[src/rtl/mem_req_ctrl.sv]
// ---------------------------------------------------------------------------
// mem_req_ctrl
//
// Converts one 8-bit or 16-bit read/write request into one or two byte
// accesses on a simple byte-wide memory port. Each byte phase (LO, then HI
// for wide accesses) lasts BYTE_WAIT+1 cycles. A one-cycle rsp_valid pulse
// signals completion. Only one transaction is in flight at a time.
//
// Parameters
//   BYTE_WAIT   extra wait cycles per byte phase (0..15)
//
// Ports
//   clk         rising-edge clock
//   rst_n       asynchronous active-low reset
//   req_valid   requester has a transaction
//   req_ready   controller can accept (high only in IDLE)
//   req_write   1 = write, 0 = read
//   req_wide    1 = 16-bit access, 0 = 8-bit access
//   req_addr    base byte address
//   req_wdata   write data, [7:0] is the low byte
//   rsp_valid   one-cycle completion pulse
//   rsp_rdata   read result (upper byte 0x00 on narrow reads, 0x0000 on writes)
//   mem_wen     memory write strobe (one per written byte)
//   mem_r_addr  memory read address
//   mem_w_addr  memory write address
//   mem_w_data  memory write byte
//   mem_r_data  memory read byte, combinational from mem_r_addr
//
// All outputs are registered: the next-cycle values are computed from the
// next state and loaded together with the state register.
// ---------------------------------------------------------------------------

package mem_req_ctrl_pkg;
  typedef logic [15:0] addr_t;
  typedef logic [7:0]  data_t;
endpackage

module mem_req_ctrl
  import mem_req_ctrl_pkg::*;
#(
  parameter int unsigned BYTE_WAIT = 0
) (
  input  logic        clk,
  input  logic        rst_n,
  input  logic        req_valid,
  output logic        req_ready,
  input  logic        req_write,
  input  logic        req_wide,
  input  addr_t       req_addr,
  input  logic [15:0] req_wdata,
  output logic        rsp_valid,
  output logic [15:0] rsp_rdata,
  output logic        mem_wen,
  output addr_t       mem_r_addr,
  output addr_t       mem_w_addr,
  output data_t       mem_w_data,
  input  data_t       mem_r_data
);

  localparam logic [1:0] ST_IDLE = 2'd0;
  localparam logic [1:0] ST_LO   = 2'd1;
  localparam logic [1:0] ST_HI   = 2'd2;
  localparam logic [1:0] ST_RSP  = 2'd3;

  // Value loaded into the wait counter at every byte-phase entry; the phase
  // ends in the cycle where the counter reads zero.
  localparam logic [3:0] WAIT_LOAD = BYTE_WAIT[3:0];

  // Address of the upper byte; wraps 0xFFFF -> 0x0000.
  function automatic addr_t addr_upper(input addr_t base);
    return base + 16'd1;
  endfunction

  // Selects the write byte for the current phase.
  function automatic data_t select_byte(input logic [15:0] word, input logic upper);
    data_t b;
    if (upper) begin
      b = word[15:8];
    end else begin
      b = word[7:0];
    end
    return b;
  endfunction

  // State and latched request
  logic [1:0]  state_r;
  logic [3:0]  wait_cnt_r;
  logic        write_r;
  logic        wide_r;
  addr_t       addr_r;
  logic [15:0] wdata_r;
  logic [15:0] rdata_r;

  // Output registers
  logic        req_ready_r;
  logic        rsp_valid_r;
  logic [15:0] rsp_rdata_r;
  logic        mem_wen_r;
  addr_t       mem_addr_r;
  data_t       mem_w_data_r;

  // Next-state values
  logic [1:0]  state_next_s;
  logic [3:0]  wait_cnt_next_s;
  logic        write_next_s;
  logic        wide_next_s;
  addr_t       addr_next_s;
  logic [15:0] wdata_next_s;
  logic [15:0] rdata_next_s;
  logic        req_ready_next_s;
  logic        rsp_valid_next_s;
  logic [15:0] rsp_rdata_next_s;
  logic        mem_wen_next_s;
  addr_t       mem_addr_next_s;
  data_t       mem_w_data_next_s;

  logic        accept_s;
  logic        phase_done_s;

  // req_ready_r is only high in IDLE, so this is the acceptance condition.
  assign accept_s     = req_valid && req_ready_r;
  assign phase_done_s = (wait_cnt_r == 4'd0);

  // Phase sequencing and wait counter reload/decrement.
  always_comb begin
    state_next_s    = state_r;
    wait_cnt_next_s = wait_cnt_r;
    case (state_r)
      ST_IDLE: begin
        if (accept_s) begin
          state_next_s    = ST_LO;
          wait_cnt_next_s = WAIT_LOAD;
        end else begin
          state_next_s    = ST_IDLE;
          wait_cnt_next_s = 4'd0;
        end
      end
      ST_LO: begin
        if (phase_done_s) begin
          if (wide_r) begin
            state_next_s    = ST_HI;
            wait_cnt_next_s = WAIT_LOAD;
          end else begin
            state_next_s    = ST_RSP;
            wait_cnt_next_s = 4'd0;
          end
        end else begin
          state_next_s    = ST_LO;
          wait_cnt_next_s = wait_cnt_r - 4'd1;
        end
      end
      ST_HI: begin
        if (phase_done_s) begin
          state_next_s    = ST_RSP;
          wait_cnt_next_s = 4'd0;
        end else begin
          state_next_s    = ST_HI;
          wait_cnt_next_s = wait_cnt_r - 4'd1;
        end
      end
      ST_RSP: begin
        state_next_s    = ST_IDLE;
        wait_cnt_next_s = 4'd0;
      end
      default: begin
        state_next_s    = ST_IDLE;
        wait_cnt_next_s = 4'd0;
      end
    endcase
  end

  // Request latching on acceptance and read-byte capture at phase ends.
  always_comb begin
    write_next_s = write_r;
    wide_next_s  = wide_r;
    addr_next_s  = addr_r;
    wdata_next_s = wdata_r;
    rdata_next_s = rdata_r;
    if (accept_s) begin
      write_next_s = req_write;
      wide_next_s  = req_wide;
      addr_next_s  = req_addr;
      wdata_next_s = req_wdata;
      // Cleared here so a narrow read reports 0x00 in the upper byte.
      rdata_next_s = 16'h0000;
    end else if (!write_r && phase_done_s && (state_r == ST_LO)) begin
      rdata_next_s[7:0] = mem_r_data;
    end else if (!write_r && phase_done_s && (state_r == ST_HI)) begin
      rdata_next_s[15:8] = mem_r_data;
    end else begin
      rdata_next_s = rdata_r;
    end
  end

  // Output values for the coming cycle, derived from the next state so the
  // outputs can be registered without a cycle of lag.
  always_comb begin
    mem_addr_next_s   = 16'h0000;
    mem_w_data_next_s = 8'h00;
    mem_wen_next_s    = 1'b0;
    case (state_next_s)
      ST_LO: begin
        mem_addr_next_s   = addr_next_s;
        mem_w_data_next_s = write_next_s ? select_byte(wdata_next_s, 1'b0) : 8'h00;
        mem_wen_next_s    = write_next_s && (wait_cnt_next_s == 4'd0);
      end
      ST_HI: begin
        mem_addr_next_s   = addr_upper(addr_next_s);
        mem_w_data_next_s = write_next_s ? select_byte(wdata_next_s, 1'b1) : 8'h00;
        mem_wen_next_s    = write_next_s && (wait_cnt_next_s == 4'd0);
      end
      default: begin
        mem_addr_next_s   = 16'h0000;
        mem_w_data_next_s = 8'h00;
        mem_wen_next_s    = 1'b0;
      end
    endcase
    req_ready_next_s = (state_next_s == ST_IDLE);
    rsp_valid_next_s = (state_next_s == ST_RSP);
    // The response word is loaded on RSP entry and then held, so it stays
    // stable through IDLE and the phases of the following transaction.
    if (state_next_s == ST_RSP) begin
      rsp_rdata_next_s = rdata_next_s;
    end else begin
      rsp_rdata_next_s = rsp_rdata_r;
    end
  end

  // State, latched request and output registers.
  always_ff @(posedge clk or negedge rst_n) begin
    if (!rst_n) begin
      state_r      <= ST_IDLE;
      wait_cnt_r   <= 4'd0;
      write_r      <= 1'b0;
      wide_r       <= 1'b0;
      addr_r       <= 16'h0000;
      wdata_r      <= 16'h0000;
      rdata_r      <= 16'h0000;
      req_ready_r  <= 1'b1;
      rsp_valid_r  <= 1'b0;
      rsp_rdata_r  <= 16'h0000;
      mem_wen_r    <= 1'b0;
      mem_addr_r   <= 16'h0000;
      mem_w_data_r <= 8'h00;
    end else begin
      state_r      <= state_next_s;
      wait_cnt_r   <= wait_cnt_next_s;
      write_r      <= write_next_s;
      wide_r       <= wide_next_s;
      addr_r       <= addr_next_s;
      wdata_r      <= wdata_next_s;
      rdata_r      <= rdata_next_s;
      req_ready_r  <= req_ready_next_s;
      rsp_valid_r  <= rsp_valid_next_s;
      rsp_rdata_r  <= rsp_rdata_next_s;
      mem_wen_r    <= mem_wen_next_s;
      mem_addr_r   <= mem_addr_next_s;
      mem_w_data_r <= mem_w_data_next_s;
    end
  end

  assign req_ready  = req_ready_r;
  assign rsp_valid  = rsp_valid_r;
  assign rsp_rdata  = rsp_rdata_r;
  assign mem_wen    = mem_wen_r;
  // Read and write ports always address the same byte.
  assign mem_r_addr = mem_addr_r;
  assign mem_w_addr = mem_addr_r;
  assign mem_w_data = mem_w_data_r;

endmodule

[config.mk]
export PLATFORM = sky130hd
export DESIGN_NAME = mem_req_ctrl
export DESIGN_NICKNAME = d
export VERILOG_FILES = /design/src/rtl/mem_req_ctrl.sv
export SDC_FILE = /design/constraint.sdc
export NUM_CORES = 1
export LEC_CHECK = 0
export ABC_AREA = 1
export ABC_CLOCK_PERIOD_IN_PS = 3600
export CORE_MARGIN = 2
export CORE_UTILIZATION = 35
export DETAILED_ROUTE_END_ITERATION = 10
export REMOVE_ABC_BUFFERS = 1
export SKIP_CTS_REPAIR_TIMING = 1
export SYNTH_ARGS = -nofsm -noshare
export SYNTH_HDL_FRONTEND = slang
export SYNTH_SLANG_ARGS = --single-unit
[constraint.sdc]
create_clock -name clk -period 3.6 [get_ports clk]
set_input_delay 0.9 -clock clk [delete_from_list [all_inputs] [get_ports clk]]
set_output_delay 0.9 -clock clk [all_outputs]
set_load 0.02 [all_outputs]
Word-level counts from Yosys, hierarchy flattened
Index checks and enable logic that the tools add are counted.
{"block": "totals", "reg_bits": 99, "latchBits": 0, "ramBits": 0, "romBits": 0, "inputBits": 45, "elab_cells": 53, "mem_count": 0}
{"block": "op_classes", "n_addsub": 2, "mul": 0, "div_mod_pow": 0, "order_cmp": 0, "eq_ne": 6, "shift": 0, "n_mux": 19, "bitwise_logic": 0, "reduce_logical": 13}
{"op": "two-way mux 16 bit", "count": 3}
{"op": "two-way mux 8 bit", "count": 5}
{"op": "case mux 16 bit (2 select lines)", "count": 1}
{"op": "adder 16 x 1 -> 16 bit (second input constant)", "count": 1}
{"op": "case mux 8 bit (2 select lines)", "count": 1}
{"op": "== test 2 bit (second input constant)", "count": 4}
{"op": "logical NOT 4 bit", "count": 2}
{"op": "case mux 2 bit (4 select lines)", "count": 1}
{"op": "case mux 4 bit (2 select lines)", "count": 1}
{"op": "OR reduction 2 bit", "count": 3}
{"op": "logical AND 1 bit", "count": 5}
{"op": "two-way mux 1 bit", "count": 5}
{"op": "== test 2 x 1 -> 1 bit (second input constant)", "count": 2}
{"op": "logical NOT 2 bit", "count": 2}
{"op": "two-way mux 4 bit", "count": 1}
{"op": "subtractor 4 x 1 -> 4 bit (second input constant)", "count": 1}
{"op": "two-way mux 2 bit", "count": 1}
{"op": "logical NOT 1 bit", "count": 1}

Depth between registers and ports, before layout
Gate-level depths: netlist (run 1).
{"block": "logic_depth", "ltp_word": 6, "depth_mapped": 14, "mapped_depth_nobuf": 12}

Worst setup path after synthesis (run 1)
Ideal clock, no wire load.
{"block": "synth_path", "kind": "input port to flip-flop", "start": "input req_valid", "end": "register rsp_rdata_r[11], in the netlist rsp_rdata[11]", "setup_time_ns": 0.125, "arrival_ns": 2.836, "slack_ns": 0.640, "path_stages": 10, "path_buffers": 4, "cell_sequence": "buf_6 -> nand2_8 -> inv_2 -> clkbuf_1 -> nor2_1 -> a31oi_1 -> ha_1 -> buf_1 -> clkbuf_1 -> mux2_2"}
{"block": "synth_via", "elab_chain_len": 4, "elab_cells_between_ends": 5, "classes_between": "1 x eq/ne; 3 x mux; 1 x reduce/logical"}
{"element": "start, declared", "line_no": "45", "source": "input logic req_valid,"}
{"element": "logical AND 1 bit", "line_no": "121", "source": "assign accept_s = req_valid && req_ready_r;"}
{"element": "two-way mux 1 bit", "line_no": "130", "source": "if (accept_s) begin"}
{"element": "case mux 2 bit (4 select lines)", "line_no": "128", "source": "case (state_r)"}
{"element": "net state_next_s[0]", "line_no": "103", "source": "logic [1:0] state_next_s;"}
{"element": "== test 2 bit"}
{"element": "net rsp_valid_next_s", "line_no": "111", "source": "logic rsp_valid_next_s;"}
{"element": "end signal, assigned", "line_no": "255", "source": "rsp_rdata_r <= rsp_rdata_next_s;"}
{"element": "end, declared", "line_no": "97", "source": "logic [15:0] rsp_rdata_r;"}
The timed path passes the listed nets, and every way through them passes these cells.
A chain may end at the register's enable or synchronous reset.

Worst setup path in the final report (run 1)
{"block": "layout_path", "start": "input req_valid", "end": "register mem_w_data_r[3], in the netlist mem_w_data[3]"}
{"block": "layout_via", "elab_chain_len": 5, "elab_cells_between_ends": 10, "classes_between": "2 x eq/ne; 7 x mux; 1 x reduce/logical"}
{"element": "logical AND 1 bit *", "line_no": "121"}
{"element": "two-way mux 1 bit *", "line_no": "130"}
{"element": "case mux 2 bit (4 select lines) *", "line_no": "128"}
{"element": "net state_next_s[0]", "line_no": "103"}
{"element": "== test 2 bit / == test 2 x 1 -> 1 bit (equally long branches)", "line_no": "201", "source": "case (state_next_s)"}
{"element": "case mux 8 bit (2 select lines) *", "line_no": "201"}
{"element": "net mem_w_data_next_s[3]", "line_no": "115", "source": "data_t mem_w_data_next_s;"}
{"element": "end signal, assigned", "line_no": "258", "source": "mem_w_data_r <= mem_w_data_next_s;"}
{"element": "end, declared", "line_no": "100", "source": "data_t mem_w_data_r;"}
Mark *: on every way through the listed nets, which the timed path passes. The rest lies on a longest branch.

==> results by group, run 1 <==
Status
  • Status: finished, final reports clean

Finish
  • Post-route cell area: 6070 um2
  • Ratio of cells with drive above 1 in the final layout: 12.1%
  • Final core occ: 46.0%
  • Filler cells: 1261
  • Diode count: 0
  • Fin nets: 672
  • Area grow syn2layout: 29.3%

Floorplanning
  • I/O pins: 104
  • Core area: 13200 um2
  • Row cnt: 42
  • Die Ht: 120 um
  • Initial Utilization: 35.6%
  • Die ar.: 14300 um2
  • Die width: 120 um

Global route
  • Grt total ovfl: 0
  • Largest net degree at the start of global routing: 80
  • First-pass GRT wire length: 18800 um
  • Initial antenna violation count: 0
  • Vias in the first global route: 3729
  • GR Util All Layers: 16.8%

Critical path
  • R2R cell count: 10
  • Crit end category: flop
  • CP arrival: 3.29 ns
  • Reg2Reg Setup Slack: 0.85 ns
  • RR Startpoint: wait_cnt_r[0]
  • CP peak stage delay: 0.58 ns
  • Worst Setup SP: req_valid
  • Critical path data required time: 3.88 ns
  • Critical path, cell by cell: clkdlybuf4s50_1 > nand2_8 > inv_2 > nor2_1 > a31oi_1 > ha_1 > inv_1 > nand2_1 > a21oi_1
  • Worst flop-to-flop path endpoint: mem_w_data[3]
  • Crit Path Class: in -> reg
  • CP endpoint: mem_w_data[3]
  • Type of origin of the critical path: primary input
  • Critical path's slowest cell: clkdlybuf4s50_1
  • Worst Path Max Fanout: 13

Detailed routing
  • Avg WL per Cell: 14.4 um
  • # DRC: 0
  • Antenna-violating nets left: 0
  • Violation count after the first detailed-route iteration: 209
  • Total Wirelength: 11500 um
  • Via count: 3623
  • Vias per Instance: 4.55
  • Drt first pass iters: 4

Timing
  • TNS Setup: 0 ns
  • Fmax: 332 MHz
  • RSZ-0062 raised after global routing: false
  • Final min period: 3.02 ns
  • Final-report setup violation count: 0
  • Hold Vio Cnt, Final: 0
  • Clock Skew: 0.00841 ns
  • Slew @ Worst Pin: 0.997 ns
  • Max Transition Viols Final: 0
  • Period utilisation layout: 83.8%
  • Relative slew margins: 33.5%

Place
  • Port Buffer Count: 103
  • Final HPWL DP: 8050 um
  • Routability cong.: 0.836
  • DP Area: 5770 um2

Power and ir drop
  • Power Dens Cells: 862 nW/um2
  • Internal: 0.00300 W
  • Sw frac: 42.6%
  • Combinational Power Share: 48.8%
  • Leak pwr: 2.83 nW
  • Peak supply drop: 0.346 mV
  • Clock power frac: 18.8%
  • Reg power frac: 32.4%
  • Sw power: 0.00222 W

Synth
  • Post-synth top cells: 142 x nand2_1, 98 x dfrtp_1, 58 x inv_1
  • Post-Synthesis Cell Area: 4690 um2
  • Area contributors post-synth: dfrtp_1 52%, nand2_1 11%, inv_1 4.6%
  • Synth warn: 0
  • Most numerous cell in the Yosys netlist: nand2_1
  • Synth area leader: dfrtp_1
  • Synth top area share: 52.3%
  • Synthesized area per cell: 8.89 um2
  • Asr flop ratio synth: 100%
  • Number of flops mapped to enable cells by yosys: 0
  • Seq/Total Area, Yosys: 52.8%
  • Netlist cell types: 34
  • Synth Instances: 528
  • Top_reg_cell synth: dfrtp_1
  • Synthesized flop and latch total: 99

Clocking
  • Clock latency at the later pin of the worst-skew pair: 0.35 ns
  • Total CTS buffers: 9
  • H-tree Lvls: 3
  • Clock sink total: 99
  • Root buffer cell: clkbuf_16
  • Worst-case clock buffer depth: 2
  • CTS tree: built
  • Worst-path clk slew: 0.07 ns

Run
  • Max Cap Viol: 0

Min path
  • Hold/Removal Path Class: reg -> reg
critical path: cells and delay by family:
family / cells / cell delay [ns]
adder cells (fa/ha/maj): 1 / 0.37
AO/OA/AOI/OAI: 2 / 0.54
AND/OR/NAND/NOR: 3 / 0.41
buffers and inverters: 3 / 1.05
power groups by stage:
stage	sequential (W)	combinational, W	clock (W)
after CTS	0.00170	0.00256	0.00101
after global placement	0.00171	0.00250	0
after detailed placement	0.00172	0.00255	0
after floorplan	0.00190	0.00142	0
final	0.00169	0.00255	0.000985
after global routing	0.00174	0.00284	0.00106
cell families (layout without fill, tap and decap cells):
family / after synthesis / count (layout) / share of synthesized area, %
AOI/OAI and AO/OA: 85 / 85 / 9.73
muxes: 8 / 8 / 1.92
DFF: 99 / 99 / 52.8
adders and majority gates: 11 / 11 / 2.93
xor gates and xnor gates: 2 / 2 / 0.373
buffers and inverters: 99 / 192 / 10.1
and+or+nand+nor: 224 / 224 / 22.1
per-stage QoR:
stage	instances	worst slack (ns)	total power, W	hold WS, ns
2_1_floorplan	493	0.766	0.00332	0.440
3_3_place_gp	781	0.319	0.00420	0.459
3_5_place_dp	781	0.219	0.00427	0.464
4_1_cts	797	0.587	0.00527	0.480
5_1_grt	797	0.348	0.00564	0.504
6_report	797	0.585	0.00523	0.479
metal layers:
metal  track usage (%)  part of all wire (%)  up-vias
li1                  -                     -     1811
met1              23.0                    48     1708
met2              26.5                    46       91
met3              3.37                   5.0       13
met4              6.18                   1.4        0
met5                 0                     0        -
state kept, by name, summed over array words and instances (netlist names):
signal / cells
rdata_r: 16
addr_r: 16
rsp_valid: 1
wait_cnt_r: 4
state_r: 2
write_r: 1
mem_w_data: 8
mem_r_addr: 16
rsp_rdata: 16
wdata_r: 16
req_ready: 1
mem_wen: 1
wide_r: 1
final cells by class:
type	count	area (um2)	share of cell area [%]
Clock buffer	11	233	3.84
Clock inverter	5	60.1	0.990
Timing Repair Buffer	112	1100	18.1
Multi-Input combinational cell	330	1740	28.6
Sequential cell	99	2480	40.9
Tap cell	176	220	3.63
Inverter	64	241	3.98
worst min-delay path by stage:
stage	startpoint	endpoint	slack [ns]	depth (start not counted)
2_1_floorplan	wait_cnt_r[0]	wait_cnt_r[0]	0.44	1
3_3_place_gp	wait_cnt_r[0]	wait_cnt_r[0]	0.46	1
3_5_place_dp	wdata_r[12]	wdata_r[12]	0.46	2
4_1_cts	wait_cnt_r[0]	wait_cnt_r[0]	0.48	1
5_1_grt	wdata_r[14]	wdata_r[14]	0.50	2
6_report	wdata_r[8]	wdata_r[8]	0.48	2
cells in the final DEF, fill, tap and decap left out:
cell / instances
nor3b_4: 1
o21ai_0: 39
nor2_2: 5
mux2_2: 8
clkbuf_16: 9
inv_6: 2
nand2_1: 142
o21ai_2: 3
nand2_4: 6
clkinv_2: 2
ha_1: 11
a21oi_1: 29
o21ai_1: 7
buf_4: 10
xnor2_1: 1
nand2_8: 1
nor2_1: 29
xor2_1: 1
clkdlybuf4s50_1: 102
nand3_2: 2
a31oi_1: 2
nor4_1: 1
nor2_4: 5
clkinvlp_4: 1
nand3_1: 18
inv_2: 5
bufinv_16: 1
nand4_1: 2
nand2_2: 9
a21oi_2: 4
dfstp_2: 1
nor3_1: 3
inv_1: 58
dfrtp_1: 98
a22oi_1: 1
clkbuf_1: 2
Note: power is estimated with default switching activity, not from simulation.
==> run 2, diff against run 1 <==
--- a/config.mk
+++ b/config.mk
@@ -6,7 +6,7 @@
 export NUM_CORES = 1
 export LEC_CHECK = 0
 export ABC_AREA = 1
-export ABC_CLOCK_PERIOD_IN_PS = 3600
+export ABC_CLOCK_PERIOD_IN_PS = 2800
 export CORE_MARGIN = 2
 export CORE_UTILIZATION = 35
 export DETAILED_ROUTE_END_ITERATION = 10
==> constraint.sdc (replaced) <==
create_clock -name clk -period 2.8 [get_ports clk]
set_input_delay 0.7 -clock clk [delete_from_list [all_inputs] [get_ports clk]]
set_output_delay 0.7 -clock clk [all_outputs]
set_load 0.02 [all_outputs]
==> results by group, run 2 (same netlist as run 1, synthesis figures left out) <==
Clocking
  • Worst-path clk slew: 0.07 ns (about the same)
  • H-tree Lvls: 3 (unchanged)
  • Root buffer cell: clkbuf_16
  • Total CTS buffers: 9 (unchanged)
  • CTS tree: built
  • Clock sink total: 99 (unchanged)
  • Worst-case clock buffer depth: 2 (unchanged)
  • Clock latency at the later pin of the worst-skew pair: 0.35 ns (about the same)

Global route
  • Top Usage Layer GRT: met2
  • GR Util All Layers: 16.9% (+0.11 points)
  • First-pass GRT wire length: 19100 um (+1.2%)
  • Largest net degree at the start of global routing: 49 (-39%)
  • GRT met1 Usage: 22.3% (-0.70 points)
  • Vias in the first global route: 3766 (+0.99%)
  • GR met2 Demand/Resource: 27.7% (+1.2 points)
  • Grt total ovfl: 0 (unchanged)
  • Met3 GRT Util: 4.80% (+1.4 points)
  • Initial antenna violation count: 0 (unchanged)

Critical path
  • Critical path data required time: 3.07 ns (-0.81 ns)
  • Worst Path Max Fanout: 34 (+21)
  • RR Startpoint: wait_cnt_r[0]
  • Worst Setup SP: req_valid
  • CP arrival: 2.72 ns (-0.57 ns)
  • Crit end category: flop
  • Type of origin of the critical path: primary input
  • Crit Path Class: in -> reg

Detailed routing
  • Vias per Instance: 4.56 (+0.29%)
  • Drt first pass iters: 4 (unchanged)
  • Via count: 3679 (+1.5%)
  • # DRC: 0 (unchanged)
  • Total Wirelength: 11300 um (-1.5%)
  • Avg WL per Cell: 14.0 um (-2.8%)
  • Antenna-violating nets left: 0 (unchanged)
  • Violation count after the first detailed-route iteration: 207 (-0.96%)

Floorplanning
  • I/O pins: 104 (unchanged)
  • Core area: 13200 um2 (unchanged)
  • Row cnt: 42 (unchanged)
  • Die ar.: 14300 um2 (unchanged)
  • Die Ht: 120 um (unchanged)
  • Initial Utilization: 35.6% (unchanged)
  • Die width: 120 um (unchanged)

Min path
  • Hold/Removal Path Class: in -> async

Timing
  • TNS Setup: 0 ns (unchanged)
  • RSZ-0062 raised after global routing: false
  • Final min period: 2.45 ns
  • Final-report setup violation count: 0 (unchanged)
  • Fmax: 409 MHz
  • Clock Skew: 0.00869 ns (+0.000276 ns)
  • Hold Vio Cnt, Final: 0 (unchanged)
  • Max Transition Viols Final: 0 (unchanged)
  • Relative slew margins: 63.4% (+30 points)
  • Slew @ Worst Pin: 0.548 ns (-0.449 ns)
  • Period utilisation layout: 87.4%

Power and ir drop
  • Internal: 0.00398 W (+33%)
  • Clock power frac: 17.8% (-1.0 points)
  • Sw frac: 42.0% (-0.61 points)
  • Power Dens Cells: 1110 nW/um2 (+29%)
  • Leak pwr: 2.89 nW (+2.1%)
  • Reg power frac: 31.6% (-0.8 points)
  • Combinational Power Share: 50.5% (+1.7 points)
  • Sw power: 0.00288 W (+29%)
  • Peak supply drop: 0.412 mV (+19%)

Place
  • Routability cong.: 0.903 (+8.0%)
  • Port Buffer Count: 103 (unchanged)
  • Final HPWL DP: 8180 um (+1.6%)

Finish
  • Diode count: 0 (unchanged)
  • Area grow syn2layout: 31.5%
  • Fin nets: 682 (+1.5%)
  • Most frequent cells in the layout: 142 x nand2_1, 102 x clkdlybuf4s50_1, 98 x dfrtp_1, 58 x inv_1, 39 x o21ai_0
  • Commonest non-fill, non-tap cell in the layout: nand2_1
  • Final core occ: 46.8% (+0.78 points)
  • Ratio of cells with drive above 1 in the final layout: 13.8% (+1.7 points)

Status
  • Status: finished, final reports clean

Run
  • Max Cap Viol: 0 (unchanged)
## run 2: cell count changes in the layout (fill, tap and decap cells not counted), sizes merged
cell    delta
inv        +1
bufinv     -1
buf       +10
## run 2: layer usage
metal	routed length [um]	vias up	share of wire [%]
met2	5370	100	48
met1	5210	1741	46
met5	0	-	0
met4	99	0	0.88
met3	594	12	5.3
li1	-	1826	-
## run 2: final timing paths
kind / endpoint / slack, ns / depth (start not counted)
worst max-delay path: mem_r_addr[10] / 0.35 / 11
worst min-delay path: rsp_valid / 0.27 / 1
worst max register to register: mem_r_addr[6] / 0.36 / 13
worst min register to register: wdata_r[7] / 0.48 / 2
max in group asynchronous: req_ready / 1.78 / 2
min in group clk: wdata_r[7] / 0.48 / 2
## run 2: power by group through the flow
stage / Sequential (W) / Clock [W] / Combinational, W
global placement: 0.00219 / 0 / 0.00345
CTS: 0.00218 / 0.00127 / 0.00350
floorplan: 0.00244 / 0 / 0.00182
detailed placement: 0.00220 / 0 / 0.00349
global route: 0.00223 / 0.00133 / 0.00389
finish: 0.00217 / 0.00122 / 0.00347
## run 2: cell type report
class | count | area, um2
fill | 1279 | 7020
timing repair buffer | 122 | 1200
tap | 176 | 220
clock inverter | 5 | 42.5
multi-input combinational | 330 | 1740
clock buffer | 11 | 253
sequential | 99 | 2480
inverter | 64 | 241
## run 2: metrics by stage
| step | cell area (um2) | setup WS (ns) | power (W) | hold slack, ns | std cells |
|---|---|---|---|---|---|
| final | 6170 | 0.353 | 0.00686 | 0.274 | 807 |
| after global routing | 6170 | 0.0960 | 0.00744 | 0.284 | 807 |
| after CTS | 6170 | 0.359 | 0.00694 | 0.276 | 807 |
| after detailed placement | 5870 | 0.00544 | 0.00569 | 0.462 | 791 |
| after global placement | 5870 | 0.00176 | 0.00564 | 0.453 | 791 |
| after floorplan | 4460 | 0.113 | 0.00427 | 0.404 | 493 |
## run 2: critical path, stage by stage
cell and delay [ns]:
clkdlybuf4s50_1 0.52, nand2_8 0.13, buf_4 0.37, nand2_1 0.12, nand2_2 0.19, nand2_2 0.09
nor2_2 0.12, nand2_1 0.11, o21ai_1 0.13, nand2_1 0.07, nor2_1 0.13
